==> src/rtl/triangle_feeder_pkg.sv <==
`default_nettype none
// +----------------------------------------------------------------------+
// | triangle_feeder_pkg                                                  |
// | Shared FSM encodings and default widths for the triangle feeder.     |
// | Rev 1.0 - initial release                                            |
// +----------------------------------------------------------------------+
package triangle_feeder_pkg;

    localparam logic [1:0] c_ST_IDLE  = 2'd0;
    localparam logic [1:0] c_ST_ISSUE = 2'd1;
    localparam logic [1:0] c_ST_WAIT  = 2'd2;

    localparam int unsigned c_DEF_COORD_W  = 16;
    localparam int unsigned c_DEF_COLOUR_W = 3;

endpackage : triangle_feeder_pkg
`default_nettype wire

==> src/rtl/tri_fifo.sv <==
`default_nettype none
// +----------------------------------------------------------------------+
// | tri_fifo                                                             |
// | Register FIFO of packed triangles; flush may retain the head entry.  |
// | Rev 1.0 - initial release                                            |
// +----------------------------------------------------------------------+
module tri_fifo #(
    parameter int DEPTH = 4,
    parameter int WIDTH = 99
) (
    input  logic                     clock,
    input  logic                     resetn,
    input  logic                     i_push,
    input  logic [WIDTH-1:0]         i_wr_data,
    input  logic                     i_pop,
    input  logic                     i_flush,
    input  logic                     i_keep_head,
    output logic [$clog2(DEPTH):0]   o_count,
    output logic [WIDTH-1:0]         o_head
);

    localparam int PTR_W = $clog2(DEPTH);
    localparam int CNT_W = PTR_W + 1;

    logic [WIDTH-1:0] r_mem [DEPTH];
    logic [PTR_W-1:0] r_wr_ptr;
    logic [PTR_W-1:0] r_rd_ptr;
    logic [CNT_W-1:0] r_count;
    logic             w_push;
    logic             w_pop;

    assign w_push  = i_push && (r_count != CNT_W'(DEPTH));
    assign w_pop   = i_pop && (r_count != '0);
    assign o_count = r_count;
    assign o_head  = r_mem[r_rd_ptr];

    always_ff @(posedge clock or negedge resetn) begin
        if (!resetn) begin
            r_wr_ptr <= '0;
            r_rd_ptr <= '0;
            r_count  <= '0;
        end else if (i_flush) begin
            // An in-flight head survives unless it is retired in this same cycle.
            if (i_keep_head && !w_pop) begin
                r_wr_ptr <= r_rd_ptr + PTR_W'(1);
                r_count  <= CNT_W'(1);
            end else begin
                r_rd_ptr <= r_rd_ptr + PTR_W'(w_pop);
                r_wr_ptr <= r_rd_ptr + PTR_W'(w_pop);
                r_count  <= '0;
            end
        end else begin
            if (w_push)
                r_wr_ptr <= r_wr_ptr + PTR_W'(1);
            if (w_pop)
                r_rd_ptr <= r_rd_ptr + PTR_W'(1);
            case ({w_push, w_pop})
                2'b10:   r_count <= r_count + CNT_W'(1);
                2'b01:   r_count <= r_count - CNT_W'(1);
                default: r_count <= r_count;
            endcase
        end
    end

    always_ff @(posedge clock) begin
        if (w_push && !i_flush)
            r_mem[r_wr_ptr] <= i_wr_data;
    end

endmodule : tri_fifo
`default_nettype wire

==> src/rtl/triangle_feeder.sv <==
`default_nettype none
// +----------------------------------------------------------------------+
// | triangle_feeder                                                      |
// | Queues triangles and issues them one at a time to draw_triangle.     |
// | Rev 1.0 - initial release                                            |
// +----------------------------------------------------------------------+
module triangle_feeder
    import triangle_feeder_pkg::*;
#(
    parameter int          COORD_W  = c_DEF_COORD_W,
    parameter int          COLOUR_W = c_DEF_COLOUR_W,
    parameter int          DEPTH    = 4,
    parameter int unsigned TIMEOUT  = 2**20
) (
    input  logic                    clock,
    input  logic                    resetn,
    input  logic                    in_valid,
    output logic                    in_ready,
    input  logic [COORD_W-1:0]      in_ax,
    input  logic [COORD_W-1:0]      in_ay,
    input  logic [COORD_W-1:0]      in_bx,
    input  logic [COORD_W-1:0]      in_by,
    input  logic [COORD_W-1:0]      in_cx,
    input  logic [COORD_W-1:0]      in_cy,
    input  logic [COLOUR_W-1:0]     in_colour,
    output logic [COORD_W-1:0]      ax,
    output logic [COORD_W-1:0]      ay,
    output logic [COORD_W-1:0]      bx,
    output logic [COORD_W-1:0]      by,
    output logic [COORD_W-1:0]      cx,
    output logic [COORD_W-1:0]      cy,
    output logic [COLOUR_W-1:0]     colour,
    output logic                    draw_en,
    input  logic                    screen_done,
    input  logic                    flush,
    output logic                    busy,
    output logic [$clog2(DEPTH):0]  count,
    output logic                    timeout_err
);

    localparam int CNT_W = $clog2(DEPTH) + 1;
    localparam int WIDTH = 6 * COORD_W + COLOUR_W;
    localparam int WD_W  = $clog2(TIMEOUT) + 1;
    localparam logic [WD_W-1:0] c_WD_LIMIT = WD_W'(TIMEOUT - 1);

    logic [1:0]       r_state;
    logic [1:0]       w_next;
    logic [WD_W-1:0]  r_wdog;
    logic [WIDTH-1:0] r_tri;
    logic [WIDTH-1:0] w_head;
    logic             r_timeout_err;
    logic             w_push;
    logic             w_pop;
    logic             w_load;
    logic             w_abort;
    logic             w_expired;

    assign in_ready  = resetn && (count < CNT_W'(DEPTH)) && !flush;
    assign w_push    = in_valid && in_ready;
    assign w_expired = (r_wdog == c_WD_LIMIT);

    tri_fifo #(
        .DEPTH (DEPTH),
        .WIDTH (WIDTH)
    ) u_fifo (
        .clock       (clock),
        .resetn      (resetn),
        .i_push      (w_push),
        .i_wr_data   ({in_ax, in_ay, in_bx, in_by, in_cx, in_cy, in_colour}),
        .i_pop       (w_pop),
        .i_flush     (flush),
        .i_keep_head (busy),
        .o_count     (count),
        .o_head      (w_head)
    );

    always_ff @(posedge clock or negedge resetn) begin
        if (!resetn)
            r_state <= c_ST_IDLE;
        else
            r_state <= w_next;
    end

    always_comb begin
        w_next = r_state;
        case (r_state)
            c_ST_IDLE:  if ((count != '0) && !flush) w_next = c_ST_ISSUE;
            c_ST_ISSUE: w_next = c_ST_WAIT;
            c_ST_WAIT:  if (screen_done || w_expired) w_next = c_ST_IDLE;
            default:    w_next = c_ST_IDLE;
        endcase
    end

    always_comb begin
        draw_en = (r_state == c_ST_ISSUE);
        busy    = (r_state != c_ST_IDLE);
        w_load  = (r_state == c_ST_IDLE) && (count != '0) && !flush;
        w_pop   = (r_state == c_ST_WAIT) && (screen_done || w_expired);
        w_abort = (r_state == c_ST_WAIT) && !screen_done && w_expired;
    end

    // Watchdog saturates so a long WAIT can never wrap back below the limit.
    always_ff @(posedge clock or negedge resetn) begin
        if (!resetn)
            r_wdog <= '0;
        else if (r_state == c_ST_ISSUE)
            r_wdog <= '0;
        else if ((r_state == c_ST_WAIT) && (r_wdog != {WD_W{1'b1}}))
            r_wdog <= r_wdog + WD_W'(1);
    end

    always_ff @(posedge clock or negedge resetn) begin
        if (!resetn) begin
            r_tri         <= '0;
            r_timeout_err <= 1'b0;
        end else begin
            if (w_load)
                r_tri <= w_head;
            if (w_abort)
                r_timeout_err <= 1'b1;
        end
    end

    assign {ax, ay, bx, by, cx, cy, colour} = r_tri;
    assign timeout_err = r_timeout_err;

endmodule : triangle_feeder
`default_nettype wire
==> config.mk <==
export PLATFORM = sky130hd
export DESIGN_NAME = triangle_feeder
export DESIGN_NICKNAME = d
export VERILOG_FILES = /design/src/rtl/triangle_feeder_pkg.sv /design/src/rtl/tri_fifo.sv /design/src/rtl/triangle_feeder.sv
export SDC_FILE = /design/constraint.sdc
export NUM_CORES = 1
export LEC_CHECK = 0
export ABC_AREA = 1
export BUFFER_PORTS_ARGS = -buffer_cell sky130_fd_sc_hd__buf_2
export CAP_MARGIN = 0
export CORE_UTILIZATION = 63
export CTS_CLUSTER_DIAMETER = 50
export DETAILED_ROUTE_END_ITERATION = 10
export GPL_ROUTABILITY_DRIVEN = 0
export GPL_TIMING_DRIVEN = 0
export PLACE_DENSITY = 0.85
export RECOVER_POWER = 25
export SKIP_LAST_GASP = 1
export SLEW_MARGIN = 20
export SYNTH_ARGS = -nofsm -noshare
export SYNTH_HDL_FRONTEND = slang
export SYNTH_SLANG_ARGS = --single-unit
==> constraint.sdc <==
create_clock -name clock -period 10.78 [get_ports clock]
set_input_delay 0.539 -clock clock [delete_from_list [all_inputs] [get_ports clock]]
set_output_delay 0.539 -clock clock [all_outputs]
set_load 0.01 [all_outputs]
# Word-level counts from Yosys, hierarchy flattened

Memory sizes are Yosys's and may differ from the RTL's. A register that Yosys moved wholly into a read port is not among the register bits.
Index checks and enable logic that the tools add are counted.
W data, S select, Z words.

Input bits: 104
RAM bits: 396
Memories: 1
Flip-flop bits (word level): 31

Order comparisons: 1
Multiplexer cells: 16
Reduce and logical (&&, ||, !) cells: 28
Add/sub/neg operators: 6
Equality and inequality tests: 10

Memories:

| name         | depth | bits a word | read ports | clocked after Yosys merged registers in | wr ports | RTL line       | text |
|---|---|---|---|---|---|---|---|
| u_fifo.r_mem | 4     | 99          | 1          | 1                                       | 1        | tri_fifo.sv:25 | `logic [WIDTH-1:0] r_mem [DEPTH];` |

Operators by type and width:

| operator                | number |
|---|---|
| $mux W21                | 2 |
| $add A21 B1 Y21 const B | 1 |
| $eq A21 B20 Y1 const B  | 1 |
| $ne A21 B21 Y1 const B  | 1 |
| $mux W2                 | 8 |
| $logic_and A1 B1 Y1     | 14 |
| $reduce_bool A2 Y1      | 4 |
| $ne A2 B2 Y1 const B    | 3 |
| $pmux W2 S3             | 1 |
| $pmux W3 S2             | 1 |
| $reduce_bool A3 Y1      | 2 |
| $add A2 B1 Y2 const B   | 2 |
| $eq A2 B1 Y1 const B    | 2 |
| $eq A2 B2 Y1 const B    | 2 |
| $logic_not A1 Y1        | 4 |
| $reduce_and A2 Y1       | 2 |
| $add A3 B1 Y3 const B   | 1 |
| $lt A3 B3 Y1 const B    | 1 |
| $mux W1                 | 3 |
| $mux W3                 | 1 |
| $ne A3 B3 Y1 const B    | 1 |
| $sub A3 B1 Y3 const B   | 1 |
| $add A2 B1 Y2           | 1 |
| $logic_not A2 Y1        | 1 |
| $logic_or A1 B1 Y1      | 1 |

# Logic depth before layout (Yosys ltp)

Gate-level depths: netlist of the first run.

Depth after elaboration: 8
Depth in mapped cells: 13
Depth with buffers taken out: 13

# Hierarchy

A second synthesis of the first run with hierarchy kept.

Cells, all modules: 1674
Area, all modules: 20592.2 µm²

Modules (own cells, without submodules):

| module          | times used | cells an instance | area an instance (µm²) |
|---|---|---|---|
| tri_fifo        | 1          | 1040              | 15337.2 |
| triangle_feeder | 1          | 634               | 5255.0 |

# Least setup slack after synthesis of the first run

No wires, ideal clock.

Kind: input to register
Start: input port resetn
End: memory u_fifo.r_mem[0][0] (enable)
Slack: 5.111 ns
Data arrival time: 5.111 ns
Path buffers: 0
Stages: 4
Cell sequence: nand2_1 -> nor2_1 -> nand2_1 -> nor2_1

Cells in the longest elaborated chain, start to end: 7

Ends and longest elaborated chain:

| what                              | RTL line              | text |
|---|---|---|
| start, declared                   | triangle_feeder.sv:16 | `input logic resetn,` |
| $logic_and A1 B1 Y1 (2 in series) | triangle_feeder.sv:58 | `assign in_ready = resetn && (count < CNT_W'(DEPTH)) && !flush;` |
| via in_ready                      | triangle_feeder.sv:18 | `output logic in_ready,` |
| $logic_and A1 B1 Y1               | triangle_feeder.sv:59 | `assign w_push = in_valid && in_ready;` |
| $logic_and A1 B1 Y1               | tri_fifo.sv:32        | `assign w_push = i_push && (r_count != CNT_W'(DEPTH));` |
| $logic_and A1 B1 Y1               | tri_fifo.sv:66        | `if (w_push && !i_flush)` |
| $mux W1                           | tri_fifo.sv:66        |  |
| $mux W1 (not written as such)     | tri_fifo.sv:67        | `r_mem[r_wr_ptr] <= i_wr_data;` |
| end, declared                     | tri_fifo.sv:25        |  |

The timed path passes the listed nets, and every way through them passes these cells.

# Final worst setup path of the first run

Start: input port resetn
End: memory u_fifo.r_mem[3][21] (enable)

Cells in the longest elaborated chain, start to end: 7

Ends and longest elaborated chain:

| what                              | RTL line |
|---|---|
| $logic_and A1 B1 Y1 (2 in series) | triangle_feeder.sv:58 |
| $logic_and A1 B1 Y1               | triangle_feeder.sv:59 |
| $logic_and A1 B1 Y1               | tri_fifo.sv:32 |
| $logic_and A1 B1 Y1               | tri_fifo.sv:66 |
| $mux W1                           | tri_fifo.sv:66 |
| $mux W1 (not written as such)     | tri_fifo.sv:67 |

No other way between the ends.

==> out/qor.csv, run 1 <==
stage,metric,value,unit
logic_synthesis,ys_warn_count,0,
placed_design,dp_slack,7.61,ns
sta,min_period_over_period,0.295,
layout,drive_gt1_frac,0.218,
drt,postRouteAntennaNets,0,
worst_setup_path,critPathLaunch,resetn,
global_route,grt_pass1_wl,70400,µm
global_route,grt_pass1_vias,12900,
cts,tritoncts,done,
worst_setup_path,cpMaxStageDelayCell,nor2_4,
drt,viasPerCell,5.99,
cts,cts_inserted_buffers,53,
cts,path_clk_slew,0.06,ns
worst_hold_path,whs_path_depth,1,
placed_design,hpwl,29100,µm
layout,utilization,0.760,
sta,slew_viol_final,0,
logic_synthesis,synth_top_family_by_area,compound AO/OA/AOI/OAI gates,
logic_synthesis,synth_compound_area_frac,0.0913,
floorplan,num_rows,65,
worst_setup_path,path_max_fanout,53,
pwr,power_density,261,nW/µm²
logic_synthesis,yosysUniqueCellTypes,37,
worst_setup_path,critPathMaxStageDelay,0.68,ns
worst_setup_path,path_class,input port to flip-flop,
sta,clock_skew,0.0110,ns
floorplan,die_x,181,µm
layout,multi_input_area,4470,µm²
placed_design,io_buffers,209,
cts,cts-hold-fix-buffers,1,
sta,final.setup.tns,0,ns
drt,wl_per_cell,21.3,µm
sta,max_slew_margin,0.431,
worst_hold_path,worstHoldPathType,input port to flip-flop,
cts,post_cts_buffers,0,
worst_setup_path,r2r_slack,8.05,ns
cts,clk_path_buf_depth,3,
worst_setup_path,critPathRequiredTime,11.04,ns
logic_synthesis,yosysSeqAreaShare,0.753,
flow_run,drv_cap,0,
layout,fillers,1815,
worst_setup_path,startpoint_type,input port,
drt,vias,12900,
global_route,overflow,0,
drt,route.met2.wl,23300,µm
pwr,p_seq_frac,0.417,
worst_hold_path,hp-start,in_ax[1],
drt,dr.max_layer_used,met5,
cts,cts_resized,0,
cts,clockRootBuffer,clkbuf_16,
logic_synthesis,yosys-mux-area-fraction,0.0554,
logic_synthesis,synth_seq_cells,526,
cts,clk_latency,0.57,ns
sta,max_freq,314,MHz
floorplan,die-area,32700,µm²
sta,setup_viol,0,
sta,finalHoldViolCount,0,
drt,wl,46000,µm
global_route,antenna_found_initial,6,
layout,nNetsFinal,1820,
floorplan,ioPinCount,210,
outcome,status,finished clean,
logic_synthesis,synthXorXnorAreaFrac,0.00261,
pwr,switching_share,0.323,
worst_setup_path,path_cells,dlygate4sd3_1 -> buf_8 -> nand2_1 -> nor2_1 -> nand2_1 -> nor2_4 -> buf_12 -> buf_16 -> buf_12,
layout,syn_to_final_growth,18.9,%
drt,wl_met3,4020,µm
pwr,p_sw,2020,µW
layout,ff_latch_area,15100,µm²
pwr,p_clk_frac,0.292,
worst_hold_path,worstHoldEndpoint,u_fifo.r_mem[2][84],
logic_synthesis,synth-simple-area-share,0.0664,
sta,worst_pin_slew,0.854,ns
drt,drt_drc_violations_left,0,
sta,min_period,3.18,ns
sta,setup_slack,7.60,ns
logic_synthesis,avgSynthCellArea,14.1,µm²
floorplan,start_util,0.639,
pwr,max-vdd-ir-drop,223,µV
global_route,grt_use_total,0.284,
worst_setup_path,crit-reg2reg-launch,u_fifo.o_count[2],
worst_setup_path,reg2reg_depth,8,
layout,fin_cells,2158,
drt,drt_iter0_drc,1255,
pwr,combPwrFrac,0.290,
worst_setup_path,cp-end-kind,flip-flop,
placed_design,dp.cells,2055,
sta,rsz0062_at_grt,false,
logic_synthesis,synthAdderAreaFrac,0.00473,
drt,drtPass1Iterations,5,
pwr,leakage,0.00870,µW
drt,wl_met1,17400,µm
global_route,grt_max_degree,80,
floorplan,coreArea,31500,µm²
cts,h-tree-depth,2,
worst_setup_path,cp_data_arrival_time,3.44,ns
logic_synthesis,synth_fp_nets,1535,
logic_synthesis,syn_area,20100,µm²
floorplan,die_h,181,µm
logic_synthesis,synthCells,1424,
pwr,power.internal,4230,µW
cts,cts_sinks,526,
worst_setup_path,r2r_end,u_fifo.r_mem[3][21],
-- power groups by stage --
stage                     sequential, µW  combinational, µW  clock, µW
after floorplan                     2730                986          0
final                               2610               1820       1830
after global placement              2650               1690          0
after detailed placement            2650               1800          0
after CTS                           2610               1820       1840
after global routing                2640               1960       1920
-- critical path: cells and delay by family --
kind	cells	cell delay, ns
buffers and inverters	5	1.62
AND/OR/NAND/NOR	4	1.20
-- placed cells by master (no fill, tap or decap), types with 2 or more instances in the layout --
cell        Yosys  layout
dfrtp_1       130     130
clkinv_2        0       5
clkinv_1        3       6
nand2_1        55      55
diode_2         0       3
o22ai_1        99      99
xor2_1          4       4
xnor2_1         2       2
clkinv_4        0       4
inv_1          45      45
o31ai_1         4       4
nand4_1         4       4
nor2_4          4       8
buf_2          15     143
bufinv_16       0       3
edfxtp_1      396     396
a21oi_1         9       9
clkbuf_1       49     141
inv_2           2       2
buf_16          0      14
o21ai_1         7       7
buf_12          0       6
buf_1           3       3
buf_4          10      10
mux2_2         99      99
inv_8           0       2
clkinvlp_4      0       3
clkbuf_16       0      54
nand3_2         3       3
o21ai_0       212     212
nor2_2          2       2
clkinv_8        0       2
nor3_1          8       8
ha_1            6       6
nand2_2         7       7
nand3_1        15      15
nor2_1        221     217
clkbuf_8        0      11
-- per-stage QoR --
stage | instance area, µm² | hold WS, ns | total power, µW
2_1_floorplan | 20100 | 0.243 | 3720
3_3_place_gp | 21700 | 0.484 | 4340
3_5_place_dp | 22200 | 0.486 | 4450
4_1_cts | 24000 | 0.167 | 6270
5_1_grt | 23900 | 0.200 | 6520
6_report | 23900 | 0.203 | 6260
-- routing by layer --
metal  global-route usage  vias up
met1                0.363     6399
li1                     -     5795
met2                0.493      632
met3               0.0554      101
met4               0.0868       10
met5                    0        -
-- kinds of logic (layout without fill, tap and decap cells) --
kind of cell             Yosys count  count (layout)
AND/OR/NAND/NOR                  322             322
multiplexers                      99              99
flip-flops                       526             526
XOR/XNOR                           6               6
AO/OA/AOI/OAI                    336             336
other                              0               3
adder cells (fa/ha/maj)            7               7
buffers and inverters            128             457
-- worst max path at each step --
stage,cells after the start,end,slack [ns]
after floorplan,4,u_fifo.r_mem[0][0],5.11
after global placement,5,u_fifo.r_mem[3][21],-0.47
after detailed placement,8,u_fifo.r_mem[3][21],7.61
after CTS,9,u_fifo.r_mem[3][27],7.58
after global routing,9,u_fifo.r_mem[3][27],7.38
final,9,u_fifo.r_mem[3][21],7.60
-- cells in the mapped netlist --
cell type | count | area [µm²]
clkinv_1 | 3 | 11.3
nor2_2 | 2 | 12.5
buf_2 | 15 | 75.1
inv_2 | 2 | 7.51
o21ai_0 | 212 | 1060
o22ai_1 | 99 | 619
a31oi_1 | 1 | 6.26
nor3_2 | 1 | 10.0
dfrtp_1 | 130 | 3250
nand2_2 | 7 | 43.8
o211ai_1 | 1 | 7.51
nand2_1 | 55 | 206
nand3b_1 | 1 | 7.51
o21ai_1 | 7 | 35.0
a21oi_4 | 1 | 16.3
inv_1 | 45 | 169
nand3_1 | 15 | 75.1
clkbuf_1 | 49 | 184
ha_1 | 6 | 75.1
fa_1 | 1 | 20.0
edfxtp_1 | 396 | 11900
buf_6 | 1 | 11.3
a21oi_1 | 9 | 45.0
xnor2_1 | 2 | 17.5
xor2_1 | 4 | 35.0
buf_4 | 10 | 75.1
a22o_1 | 1 | 8.76
buf_1 | 3 | 11.3
nor2_4 | 4 | 45.0
nor3_1 | 8 | 40.0
mux2_2 | 99 | 1110
nand3_2 | 3 | 30.0
nand4_1 | 4 | 25.0
o31ai_1 | 4 | 30.0
nor2_1 | 221 | 830
nand2_4 | 1 | 11.3
o21bai_1 | 1 | 7.51
-- final cells by class --
type	count	share of cell area
flip-flops and latches	526	0.633
clock inverters	22	0.00999
inverters	50	0.00785
repair buffers	230	0.0615
diodes	3	0.000314
multi-input cells	770	0.187
clock buffers	77	0.0647
plain buffers	78	0.0149
well taps	402	0.0210
-- sequential cells by signal, summed over array words and instances, names as in the netlist --
name             flops
r_state              2
r_tri               99
r_wdog              21
timeout_err          1
u_fifo.o_count       3
u_fifo.r_mem       396
u_fifo.r_rd_ptr      2
u_fifo.r_wr_ptr      2
No activity file was read; power rests on OpenSTA's default activity.
==> run 2: changes to the inputs <==
Settings changed: CORE_UTILIZATION 63 to 58, PLACE_DENSITY 0.85 to 0.79.
Clock period 10.78 ns to 3.2 ns, I/O delays scaled along.
==> run 2 against run 1 <==
Die area increased by 8.5%; combinational power increased to 3.4 times the previous value; clock skew increased by 0.0040 ns; cell area increased by 4.5%; via count increased by 1.2%; core utilization decreased by 2.2 points; cell count increased by 6.7%; register-to-register slack got worse by 7.4 ns; critical path type unchanged; critical endpoint is now u_fifo.r_mem[1][33]; largest cell class unchanged; largest power group unchanged.
==> out/qor.csv, run 2 (synthesis results as in run 1) <==
stage,metric,value,unit,change
cts,cts_inserted_buffers,52,,-1.9%
sta,slew_viol_final,0,,unchanged
worst_setup_path,cp_data_arrival_time,2.88,ns,-0.56 ns
cts,clk_path_buf_depth,3,,unchanged
layout,largest-register,u_fifo.r_mem,,
cts,path_clk_slew,0.06,ns,about the same
layout,top_regs,"u_fifo.r_mem: 396 flops, r_tri: 99 flops, r_wdog: 21 flops",,
cts,clockRootBuffer,clkbuf_16,,
pwr,p_seq_frac,0.412,,-0.005
global_route,grt_use_total,0.266,,-0.0176
sta,rsz0062_at_grt,false,,
outcome,status,finished clean,,
worst_setup_path,cp-end-kind,flip-flop,,
drt,wl_per_cell,20.3,µm,-4.6%
pwr,power.internal,14500,µW,+240%
flow_run,drv_cap,0,,unchanged
placed_design,io_buffers,209,,unchanged
floorplan,die_h,188,µm,+4.2%
sta,max_freq,385,MHz,
sta,setup_viol,0,,unchanged
cts,cts_resized,0,,unchanged
layout,largest_register_ffs,396,,unchanged
global_route,overflow,0,,unchanged
drt,postRouteAntennaNets,0,,unchanged
layout,final_common_cell,edfxtp_1,,
pwr,max-vdd-ir-drop,533,µV,+140%
worst_setup_path,reg2reg_depth,7,,-1
layout,drive_gt1_frac,0.215,,-0.00304
layout,layout_common_cells,"396 x edfxtp_1, 217 x nor2_1, 212 x o21ai_0",,
global_route,grt_pass1_vias,13300,,+3.0%
pwr,switching_share,0.319,,-0.00419
layout,syn_to_final_growth,24.3,%,
sta,worst_pin_slew,0.782,ns,-0.0713 ns
floorplan,num_rows,67,,+3.1%
pwr,leakage,0.00917,µW,+5.5%
global_route,grt_max_degree,75,,-6.3%
sta,min_period_over_period,0.813,,
sta,max_slew_margin,0.478,,+0.0475
drt,drt_iter0_drc,1165,,-7.2%
cts,clk_latency,0.59,ns,+0.02 ns
cts,tritoncts,done,,
worst_setup_path,path_max_fanout,58,,+9.4%
floorplan,start_util,0.594,,-0.0452
floorplan,die_x,188,µm,+4.2%
worst_setup_path,crit-reg2reg-launch,u_fifo.r_rd_ptr[0],,
placed_design,hpwl,28800,µm,-1.1%
drt,vias,13100,,+1.2%
sta,min_period,2.60,ns,
cts,post_cts_buffers,0,,unchanged
sta,final.setup.tns,0,ns,unchanged
layout,fillers,2090,,+15%
cts,cts_sinks,526,,unchanged
floorplan,die-area,35400,µm²,+8.5%
sta,clock_skew,0.0150,ns,+0.00397 ns
worst_setup_path,startpoint_type,input port,,
placed_design,postPlaceCellArea,22300,µm²,+0.19%
worst_setup_path,critPathRequiredTime,3.48,ns,-7.56 ns
drt,wl,46800,µm,+1.8%
layout,nNetsFinal,1919,,+5.4%
floorplan,coreArea,33900,µm²,+7.6%
pwr,p_sw,6800,µW,+240%
worst_setup_path,r2r_slack,0.64,ns,-7.41 ns
pwr,combPwrFrac,0.293,,+0.003
pwr,power_density,851,nW/µm²,+230%
cts,h-tree-depth,2,,unchanged
drt,drt_drc_violations_left,0,,unchanged
worst_setup_path,r2r_end,r_tri[71],,
layout,design_area,25000,µm²,+4.5%
drt,viasPerCell,5.69,,-5.1%
pwr,p_clk_frac,0.295,,+0.003
drt,drtPass1Iterations,7,,+2
global_route,antenna_found_initial,2,,-4
worst_hold_path,worstHoldPathType,input port to async pin,,
floorplan,ioPinCount,210,,unchanged
worst_setup_path,path_class,input port to flip-flop,,
global_route,grt_pass1_wl,71800,µm,+2.0%
sta,finalHoldViolCount,0,,unchanged
[run 2: critical path, stage by stage]
cell	delay, ns
dlygate4sd3_1	0.56
buf_8	0.38
nand2_1	0.10
nor2_1	0.13
nand2_1	0.29
nor2_4	0.56
buf_16	0.25
buf_16	0.19
buf_12	0.20
[run 2: layout make-up]
cell class | count | area, µm² | area share
antenna | 2 | 5.00 | 0.000200
buffer | 78 | 357 | 0.0143
clock buffer | 78 | 1560 | 0.0624
clock inverter | 20 | 251 | 0.0101
inverter | 50 | 188 | 0.00750
multi-input combinational | 770 | 4470 | 0.179
sequential | 526 | 15100 | 0.606
tap | 448 | 561 | 0.0224
timing repair buffer | 330 | 2470 | 0.0990
[run 2: worst max-delay path by stage]
stage / from / to / cells past startpoint
2_1_floorplan: u_fifo.o_count[2] / u_fifo.r_mem[0][0] / 5
3_3_place_gp: resetn / u_fifo.r_mem[3][17] / 5
3_5_place_dp: resetn / u_fifo.r_mem[1][14] / 8
4_1_cts: resetn / u_fifo.r_mem[1][38] / 9
5_1_grt: resetn / u_fifo.r_mem[1][33] / 9
6_report: resetn / u_fifo.r_mem[1][33] / 9
[run 2: power groups by stage]
| stage | clock network, µW | registers (µW) | logic (µW) |
|---|---|---|---|
| floorplan | 0 | 9180 | 3330 |
| global placement | 0 | 8890 | 5780 |
| detailed placement | 0 | 8890 | 6060 |
| CTS | 6340 | 8770 | 6210 |
| global route | 6630 | 8860 | 6720 |
| finish | 6280 | 8770 | 6240 |
[run 2: layer usage]
layer	track usage	part of all wire	vias to the layer above	wire length (µm)
li1	-	-	5989	-
met1	0.343	0.39	6416	18200
met2	0.442	0.49	576	23100
met3	0.0503	0.077	114	3600
met4	0.121	0.039	0	1830
met5	0	0	-	0
[run 2: metrics by stage]
stage / utilization / setup slack, ns / hold slack (ns) / instances / total power (µW)
3_5_place_dp: 0.657 / 0.561 / 0.124 / 2101 / 15000
5_1_grt: 0.738 / 0.373 / 0.139 / 2301 / 22200
4_1_cts: 0.741 / 0.582 / 0.102 / 2300 / 21300
2_1_floorplan: - / -0.821 / -0.136 / 1424 / 12500
3_3_place_gp: 0.642 / -5.05 / 0.369 / 2081 / 14700
6_report: 0.738 / 0.600 / 0.0997 / 2302 / 21300
[run 2: what timing repair did]
item | in CTS | in global routing
hold endpoints to repair | 528 | 0
hold buffers | 101 | 0
endpoints found under the setup margin | 0 | 0
==> run 3: changes to the inputs <==
Settings changed: ABC_AREA 1 to 0.
Clock period 3.2 ns to 2.6 ns, I/O delays scaled along.
==> run 3 against run 2 <==
The run now ends with capacitance limit, slew limit left; cell count shrank 22%; cell area shrank 2.7%; combinational power shrank 2%; clock power grew 22%; critical path depth grew 1; register-to-register slack lost 0.56 ns; die area shrank 2.4%; non-clock buffer count shrank 49; sequential power grew 24%; hold slack lost 0.0037 ns; first-iteration DRC count shrank 53%; total power grew 16%; critical endpoint is now u_fifo.r_wr_ptr[1]; largest cell class unchanged.
==> out/qor.csv, run 3 <==
stage,metric,value,unit,change
outcome,status,"finished, violations left",,
outcome,violations,"capacitance limit, slew limit",,
sta,max_slew_margin,-0.00968,,-0.488
logic_synthesis,yosysMostFrequentCell,edfxtp_1,,
global_route,grt_pass1_vias,10900,,-18%
global_route,grt_use_total,0.241,,-0.0248
worst_setup_path,crit-reg2reg-launch,r_wdog[16],,
flow_run,drv_cap,1,,+1
logic_synthesis,synthAdderAreaFrac,0.00484,,+0.000117
drt,drtPass1Iterations,4,,-3
floorplan,die_h,186,µm,-1.2%
logic_synthesis,ys_warn_count,0,,unchanged
logic_synthesis,syn_area,19600,µm²,-2.4%
worst_setup_path,cp_data_arrival_time,3.00,ns,+0.12 ns
placed_design,io_buffers,209,,unchanged
cts,clockRootBuffer,clkbuf_16,,
drt,wl,40600,µm,-13%
worst_setup_path,critPathMaxStageDelay,0.56,ns,about the same
worst_hold_path,whs_path_depth,4,,
worst_setup_path,r2r_end,u_fifo.r_wr_ptr[1],,
cts,clk_latency,0.60,ns,about the same
placed_design,postPlaceCellArea,21500,µm²,-3.3%
logic_synthesis,avgSynthCellArea,21.4,µm²,+51%
logic_synthesis,synth.area.top_cells,"edfxtp_1 61%, dfrtp_1 17%, mux4_2 11%",,
logic_synthesis,yosysUniqueCellTypes,51,,+38%
worst_setup_path,startpoint_type,flip-flop,,
layout,nNetsFinal,1406,,-27%
sta,worst_pin_slew,1.51,ns,+0.732 ns
floorplan,coreArea,33400,µm²,-1.2%
sta,max_freq,397,MHz,
worst_setup_path,critPathLaunch,r_wdog[16],,
logic_synthesis,synthFlopType,edfxtp_1,,
worst_setup_path,path_cells,nand4_1 -> or4_4 -> o31ai_4 -> nand2_2 -> inv_4 -> ha_1 -> xnor2_1 -> a22oi_1 -> nor2_1 -> a221oi_1,,
logic_synthesis,synthXorXnorAreaFrac,0.00516,,+0.00255
cts,cts_inserted_buffers,53,,+1.9%
drt,postRouteAntennaNets,0,,unchanged
drt,viasPerCell,5.68,,-0.13%
pwr,power_density,1010,nW/µm²,+19%
worst_setup_path,critPathRequiredTime,3.08,ns,-0.40 ns
layout,fin_cells,1790,,-22%
drt,drt_drc_violations_left,0,,unchanged
logic_synthesis,synth_edf_count,396,,unchanged
sta,rsz0062_at_grt,true,,
floorplan,die_x,186,µm,-1.2%
sta,min_period_over_period,0.970,,
drt,wl_per_cell,22.7,µm,+12%
logic_synthesis,yosys.area.top_type,edfxtp_1,,
logic_synthesis,synthCells,919,,-35%
logic_synthesis,synth_common_cells,"396 x edfxtp_1, 130 x dfrtp_1, 101 x mux2_2",,
floorplan,die-area,34600,µm²,-2.4%
global_route,antenna_found_initial,2,,unchanged
floorplan,num_rows,67,,unchanged
layout,syn_to_final_growth,23.9,%,
logic_synthesis,post-synth-top-area-fraction,0.606,,+0.0146
layout,largest_register_ffs,396,,unchanged
worst_setup_path,r2r_slack,0.08,ns,-0.56 ns
layout,layout_common_cells,"396 x edfxtp_1, 146 x buf_2, 128 x dfrtp_1",,
cts,tritoncts,done,,
worst_setup_path,path_class,flip-flop to flip-flop,,
logic_synthesis,yosysSeqAreaShare,0.771,,+0.0186
global_route,overflow,0,,unchanged
global_route,grt_max_degree,81,,+8.0%
cts,h-tree-depth,2,,unchanged
cts,clk_path_buf_depth,3,,unchanged
sta,clock_skew,0.0215,ns,+0.00658 ns
logic_synthesis,synth-simple-area-share,0.0214,,-0.0450
layout,drive_gt1_frac,0.350,,+0.135
worst_hold_path,worstHoldEndpoint,u_fifo.o_count[0],,
logic_synthesis,synth_top_family_by_area,multiplexers,,
worst_setup_path,path_max_fanout,6,,-90%
cts,path_clk_slew,0.06,ns,about the same
worst_setup_path,reg2reg_depth,10,,+3
logic_synthesis,synth_compound_area_frac,0.0140,,-0.0773
worst_hold_path,hp-start,flush,,
worst_setup_path,cp-end-kind,flip-flop,,
sta,finalHoldViolCount,0,,unchanged
logic_synthesis,yosys-mux-area-fraction,0.174,,+0.119
pwr,max-vdd-ir-drop,791,µV,+48%
logic_synthesis,synthArstFlopShare,0.247,,unchanged
drt,drt_iter0_drc,552,,-53%
worst_hold_path,worstHoldPathType,input port to flip-flop,,
logic_synthesis,synth_fp_nets,1030,,-33%
worst_setup_path,cpMaxStageDelayCell,or4_4,,
placed_design,hpwl,22600,µm,-21%
drt,vias,10200,,-22%
layout,final_common_cell,edfxtp_1,,
layout,design_area,24300,µm²,-2.7%
layout,top_regs,"u_fifo.r_mem: 396 flops, r_tri: 99 flops, r_wdog: 21 flops",,
sta,slew_viol_final,51,,+51
sta,min_period,2.52,ns,
placed_design,dp.cells,1585,,-25%
sta,setup_viol,0,,unchanged
cts,cts_sinks,526,,unchanged
global_route,grt_pass1_wl,60800,µm,-15%
logic_synthesis,synth_seq_cells,526,,unchanged
pwr,leakage,0.00876,µW,-4.5%
layout,largest-register,u_fifo.r_mem,,
floorplan,ioPinCount,210,,unchanged
floorplan,start_util,0.587,,-0.00707
run 3: power by group:
part | leakage, µW | internal (µW) | switching, µW
clock network | 0.000860 | 4470 | 3180
logic | 0.00274 | 3120 | 3010
registers | 0.00516 | 10300 | 628
run 3: worst max-delay path: cells and delay by family, from the launching register on:
family                     cells  cell delay [ns]
buffers and inverters          1             0.12
DFF                            1             0.40
AOI/OAI and AO/OA              3             0.69
adders and majority gates      1             0.19
and+or+nand+nor                4             0.95
xor gates and xnor gates       1             0.07
run 3: worst max path at each step:
| stage | end | slack (ns) | cells after the start |
|---|---|---|---|
| final | u_fifo.r_wr_ptr[1] | 0.08 | 10 |
| after global routing | u_fifo.r_wr_ptr[1] | -0.04 | 10 |
| after CTS | u_fifo.r_wr_ptr[1] | 0.04 | 10 |
| after detailed placement | r_tri[66] | -0.54 | 4 |
| after global placement | u_fifo.r_mem[0][49] | -3.46 | 3 |
| after floorplan | u_fifo.r_mem[0][0] | -0.16 | 2 |
run 3: cell families (layout without fill, tap and decap cells):
| family | Yosys count | in the layout |
|---|---|---|
| AO/OA/AOI/OAI | 41 | 41 |
| XOR/XNOR | 10 | 10 |
| adder cells (fa/ha/maj) | 7 | 7 |
| buffers and inverters | 49 | 470 |
| flip-flops | 526 | 526 |
| multiplexers | 205 | 205 |
| other | 0 | 2 |
| AND/OR/NAND/NOR | 81 | 81 |
run 3: metrics by stage:
stage	TNS [ns]	hold slack (ns)	worst slack (ns)	utilization	total power [µW]
global route	-0.0382	0.0841	-0.0382	0.727	25700
detailed placement	-40.31	0.195	-0.540	0.643	17000
CTS	0	0.0499	0.0351	0.730	24900
global placement	-1527.66	0.340	-3.46	0.635	16800
finish	0	0.0960	0.0788	0.728	24700
floorplan	-63.17	-0.166	-0.160	-	14800
run 3: metal layers:
layer | routed length (µm) | share of wire | global-route usage | vias to the layer above
met1 | 15800 | 0.39 | 0.298 | 5339
met5 | 0 | 0 | 0 | -
met3 | 2490 | 0.061 | 0.0667 | 69
met2 | 21500 | 0.53 | 0.420 | 286
met4 | 783 | 0.019 | 0.0662 | 0
li1 | - | - | - | 4475
run 3: area by class of cell:
type | instances | area, µm²
flip-flops and latches | 526 | 15100
multi-input cells | 344 | 4350
inverters | 11 | 43.8
repair buffers | 323 | 2260
clock inverters | 29 | 322
fillers | 1973 | 9110
well taps | 448 | 561
plain buffers | 36 | 195
diodes | 2 | 5.00
clock buffers | 71 | 1460
run 3: timing repair:
action	in CTS	in global routing
setup endpoints to repair	104	29
resized for setup	19	11
hold buffers	102	0
setup buffers	0	3
endpoints found under the hold margin	478	0
